**src/rtl/piso_serializer.sv**
```systemverilog
// piso_serializer: parallel-in/serial-out transmitter with valid/ready load and framing strobes
module piso_serializer #(
    parameter int WIDTH      = 8,
    parameter bit MSB_FIRST  = 1'b1,
    parameter bit IDLE_LEVEL = 1'b0
) (
    input  logic             clk,
    input  logic             rst,
    input  logic [WIDTH-1:0] parallel_in,
    input  logic             load_valid,
    output logic             load_ready,
    output logic             serial_out,
    output logic             serial_valid,
    output logic             frame_start,
    output logic             done,
    output logic             busy
);
    localparam int CW = $clog2(WIDTH);

    typedef enum logic {IDLE, SHIFT} state_t;

    state_t         state, state_n;
    logic [CW-1:0]  cnt, cnt_n;
    logic [WIDTH-1:0] sr, sr_n;
    logic           sout_n, fs_n, accept;

    // A new word may be taken on the last-bit cycle so frames run back to back.
    assign load_ready   = !rst && (state == IDLE || (state == SHIFT && cnt == '0));
    assign accept       = load_valid && load_ready;
    assign serial_valid = state == SHIFT;
    assign busy         = serial_valid;
    assign done         = serial_valid && cnt == '0;

    always_comb begin
        state_n = state;
        cnt_n   = cnt;
        sr_n    = sr;
        sout_n  = serial_out;
        fs_n    = 1'b0;
        if (accept) begin
            state_n = SHIFT;
            cnt_n   = CW'(WIDTH - 1);
            sr_n    = MSB_FIRST ? parallel_in << 1 : parallel_in >> 1;
            sout_n  = MSB_FIRST ? parallel_in[WIDTH-1] : parallel_in[0];
            fs_n    = 1'b1;
        end else if (state == SHIFT && cnt != '0) begin
            cnt_n  = cnt - CW'(1);
            sr_n   = MSB_FIRST ? sr << 1 : sr >> 1;
            sout_n = MSB_FIRST ? sr[WIDTH-1] : sr[0];
        end else if (state == SHIFT) begin
            state_n = IDLE;
            sout_n  = IDLE_LEVEL;
        end
    end

    always_ff @(posedge clk) begin
        if (rst) begin
            state       <= IDLE;
            cnt         <= '0;
            sr          <= '0;
            serial_out  <= IDLE_LEVEL;
            frame_start <= 1'b0;
        end else begin
            state       <= state_n;
            cnt         <= cnt_n;
            sr          <= sr_n;
            serial_out  <= sout_n;
            frame_start <= fs_n;
        end
    end
endmodule

```
**config.mk**
```make
export PLATFORM = sky130hd
export DESIGN_NAME = piso_serializer
export DESIGN_NICKNAME = d
export VERILOG_FILES = /design/src/rtl/piso_serializer.sv
export SDC_FILE = /design/constraint.sdc
export NUM_CORES = 1
export LEC_CHECK = 0
export ABC_AREA = 1
export CAP_MARGIN = 10
export CORE_MARGIN = 3
export CORE_UTILIZATION = 50
export DETAILED_ROUTE_END_ITERATION = 10
export GPL_ROUTABILITY_DRIVEN = 0
export PLACE_DENSITY = 0.81
export SLEW_MARGIN = 20
export SYNTH_ARGS = -nofsm -noshare
export SYNTH_HDL_FRONTEND = slang
export SYNTH_SLANG_ARGS = --single-unit
export TNS_END_PERCENT = 20
```
**constraint.sdc**
```tcl
create_clock -name clk -period 3.7 [get_ports clk]
set_input_delay 0.37 -clock clk [delete_from_list [all_inputs] [get_ports clk]]
set_output_delay 0.37 -clock clk [all_outputs]
set_load 0.05 [all_outputs]
```
==> run metrics <==
clock-pin slew on the worst setup and hold paths=70 ps; # Post-CTS Setup Buffers=0; Min-Delay Path Class=register to register; Worst setup startpoint=cnt[0]; final critical-path share of the clock period=73.5%; instance area after placement=806 um2; post-detailed-routing wire length=1200 um; Die X-Extent=42.8 um; Critical Path End Type=primary output; insertion delay to the later sink of the worst-skew pair=280 ps; total setup violations reported at the end of the flow=0; TritonCTS clock tree=built; Clock Sinks=13; cell types occupying the most area after synthesis=dfxtp_1, nand2_1, nor2_1, inv_1, nand4_1; pre-CTS setup slack=1280 ps; Hold Slack=475 ps; final number of max-transition violations=0; total non-filler cell area in the finished layout=832 um2; global-route wire length before repair=2080 um; post-synthesis compound-gate area fraction=7.41%; Vias/cell=4.59; r2r endpoint=cnt[2]; number of placed I/O pins=17; Async S/R FF share, synth=0%; Die Y=42.8 um; Final HPWL DP=905 um; post-synthesis share of cell area spent on full adders, half adders and majority gates=3.70%; crit-path most repeated cell=inv_1; part of the total power dissipated in combinational logic=24.6%; via total after detailed routing=578; final hold violation count=0; count of mapped cells out of synthesis=98; cell chosen for the clock root=clkbuf_4; 1st-iter DRT viols=6; cells traversed along the worst timing path=inv_1, ha_1, ha_1, inv_1, nand2_2, inv_1, nor2_1, clkdlybuf4s50_1; number of gates resized after CTS=0; reg-to-reg slack, setup=2090 ps; Layout Nets=126; xor/xnor cell area share of the yosys netlist=0%; Fin Setup TNS=0 ps; setup repair after global routing missed its margin=false; crit path setup slack, layout=980 ps; Finished Layout Cells=126; required time at the endpoint of the critical path=3330 ps; startpoint class of the critical path=register; total internal power=0.223 mW; number of I/O port buffers=16; worst setup path category=register to primary output; FP Rows=12; cell type of the slowest stage on the worst timing path=clkdlybuf4s50_1; core box area=1190 um2; die area=1830 um2; worst reg-to-reg path cell count=9; average size of a mapped cell=6.89 um2; Max-cap violations=0; initial antenna violation count=0; Min Clock Period, post-route=2720 ps; top cell type by total area after synthesis=dfxtp_1; net switching power=0.0987 mW; number of flops mapped to enable cells by yosys=0; maximum level of the CTS H-tree=1; WP data arrival=2350 ps; combinational family with the most area after synthesis=simple AND/OR/NAND/NOR gates; global route overflow=0; Clk pwr share=27.3%; main flop type after synthesis=dfxtp_1; number of global-route vias before repair=506; achievable frequency=368 MHz; fraction of the yosys area taken by sequential cells=38.5%; switching power as a share of total power=30.7%; synthesis-stage register bit count=13; mean routed wirelength per cell=9.52 um; number of iterations in the first detailed-routing pass=4; Synth warnings=0; post-route ant nets=0; post-synthesis instance area=676 um2; maximum clock insertion buffer count=2; GRT Util Overall=15.1%; sequential group share of total power=48.0%; worst setup skew after layout=5.11 ps; Placed Cells=122; delay of the slowest cell on the worst path=820 ps; Synth top area share=38.5%; outcome=complete, no violations; worst slew pin tran=514 ps; CP endpoint=load_ready; number of distinct library cells after synthesis=18; crit path max fanout=11; startpoint of the most critical register-to-register path=cnt[0]; Area Overhead vs Synth=23.1%; # diodes=0; max-slew headroom at the worst pin=65.6%; post-synthesis mux area share=0%; number of nets produced by synthesis=111; starting density of the core=57.0%; layout cells sized above 1=8.93%; final routed DRC violation total=0; areal power density over the cells=387 nW/um2; count of hold buffers inserted by post-cts repair=0; static leakage=0.387 nW; area share of and/or/nand/nor cells after synthesis=33.0%; total CTS buffers=3; largest net degree at the start of global routing=13; maximum resistive drop on vdd=0.000238 V
==> per-layer routing <==
layer	vias up	wire length [um]	global-route usage, %
met4	0	21	7.45
met1	235	591	19.6
li1	328	-	-
met3	2	54	2.54
met5	-	0	0
met2	13	532	23.7
==> sequential cells by signal (all words and copies together) (netlist names) <==
| register | cells |
|---|---|
| busy | 1 |
| cnt | 3 |
| frame_start | 1 |
| serial_out | 1 |
| sr | 7 |
==> layout by cell type, fill, tap and decap left out, drive strengths merged <==
| cell | count |
|---|---|
| nand4 | 7 |
| nand2 | 22 |
| a21oi | 3 |
| inv | 18 |
| nor2 | 21 |
| clkdlybuf4s50 | 16 |
| clkbuf | 4 |
| o21ai | 4 |
| nand3 | 2 |
| dfxtp | 13 |
| ha | 2 |
==> cell type report <==
cell class,count,area (um2)
flip-flops and latches,13,260
well taps,14,17.5
inverters,18,70.1
fillers,101,354
multi-input cells,61,298
repair buffers,16,160
clock buffers,4,26.3
==> through the flow <==
step,utilization [%],power (mW)
6_report,70.1,0.322
5_1_grt,70.1,0.341
4_1_cts,70.1,0.325
3_5_place_dp,67.9,0.238
3_3_place_gp,67.9,0.236
2_1_floorplan,-,0.216
==> Yosys cell counts (2+ instances only) <==
library cell	count
buf_2	2
inv_2	2
buf_6	2
dfxtp_1	13
o21ai_0	3
inv_1	15
buf_4	2
nand4_1	7
nor2_1	21
nand2_1	21
ha_1	2
a21oi_1	2
==> worst max-delay path, delay by kind of cell (launching register included) <==
kind	cells	cell delay, ps
buf+inv	4	1160
simple gates	2	310
flops	1	300
fa+ha+maj	2	300
==> cell families after synthesis <==
family,Yosys count
AO/OA/AOI/OAI,7
adder cells (fa/ha/maj),2
buffers and inverters,24
flip-flops,13
AND/OR/NAND/NOR,52
==> worst min-delay path by stage <==
stage                       from  endpoint  slack (ps)  cells past startpoint
after floorplan           cnt[1]    cnt[1]         430                      2
after CTS                 cnt[1]    cnt[1]         480                      2
after detailed placement  cnt[1]    cnt[1]         470                      2
after global placement    cnt[1]    cnt[1]         460                      2
after global routing      cnt[1]    cnt[1]         490                      2
final                     cnt[1]    cnt[1]         470                      2
==> power groups by stage <==
| stage | registers, mW | clock network [mW] | logic (mW) |
|---|---|---|---|
| 2_1_floorplan | 0.164 | 0 | 0.0513 |
| 3_3_place_gp | 0.158 | 0 | 0.0782 |
| 3_5_place_dp | 0.158 | 0 | 0.0798 |
| 4_1_cts | 0.155 | 0.0903 | 0.0801 |
| 5_1_grt | 0.156 | 0.0965 | 0.0885 |
| 6_report | 0.155 | 0.0879 | 0.0793 |
(Power assumes the default switching activity.)
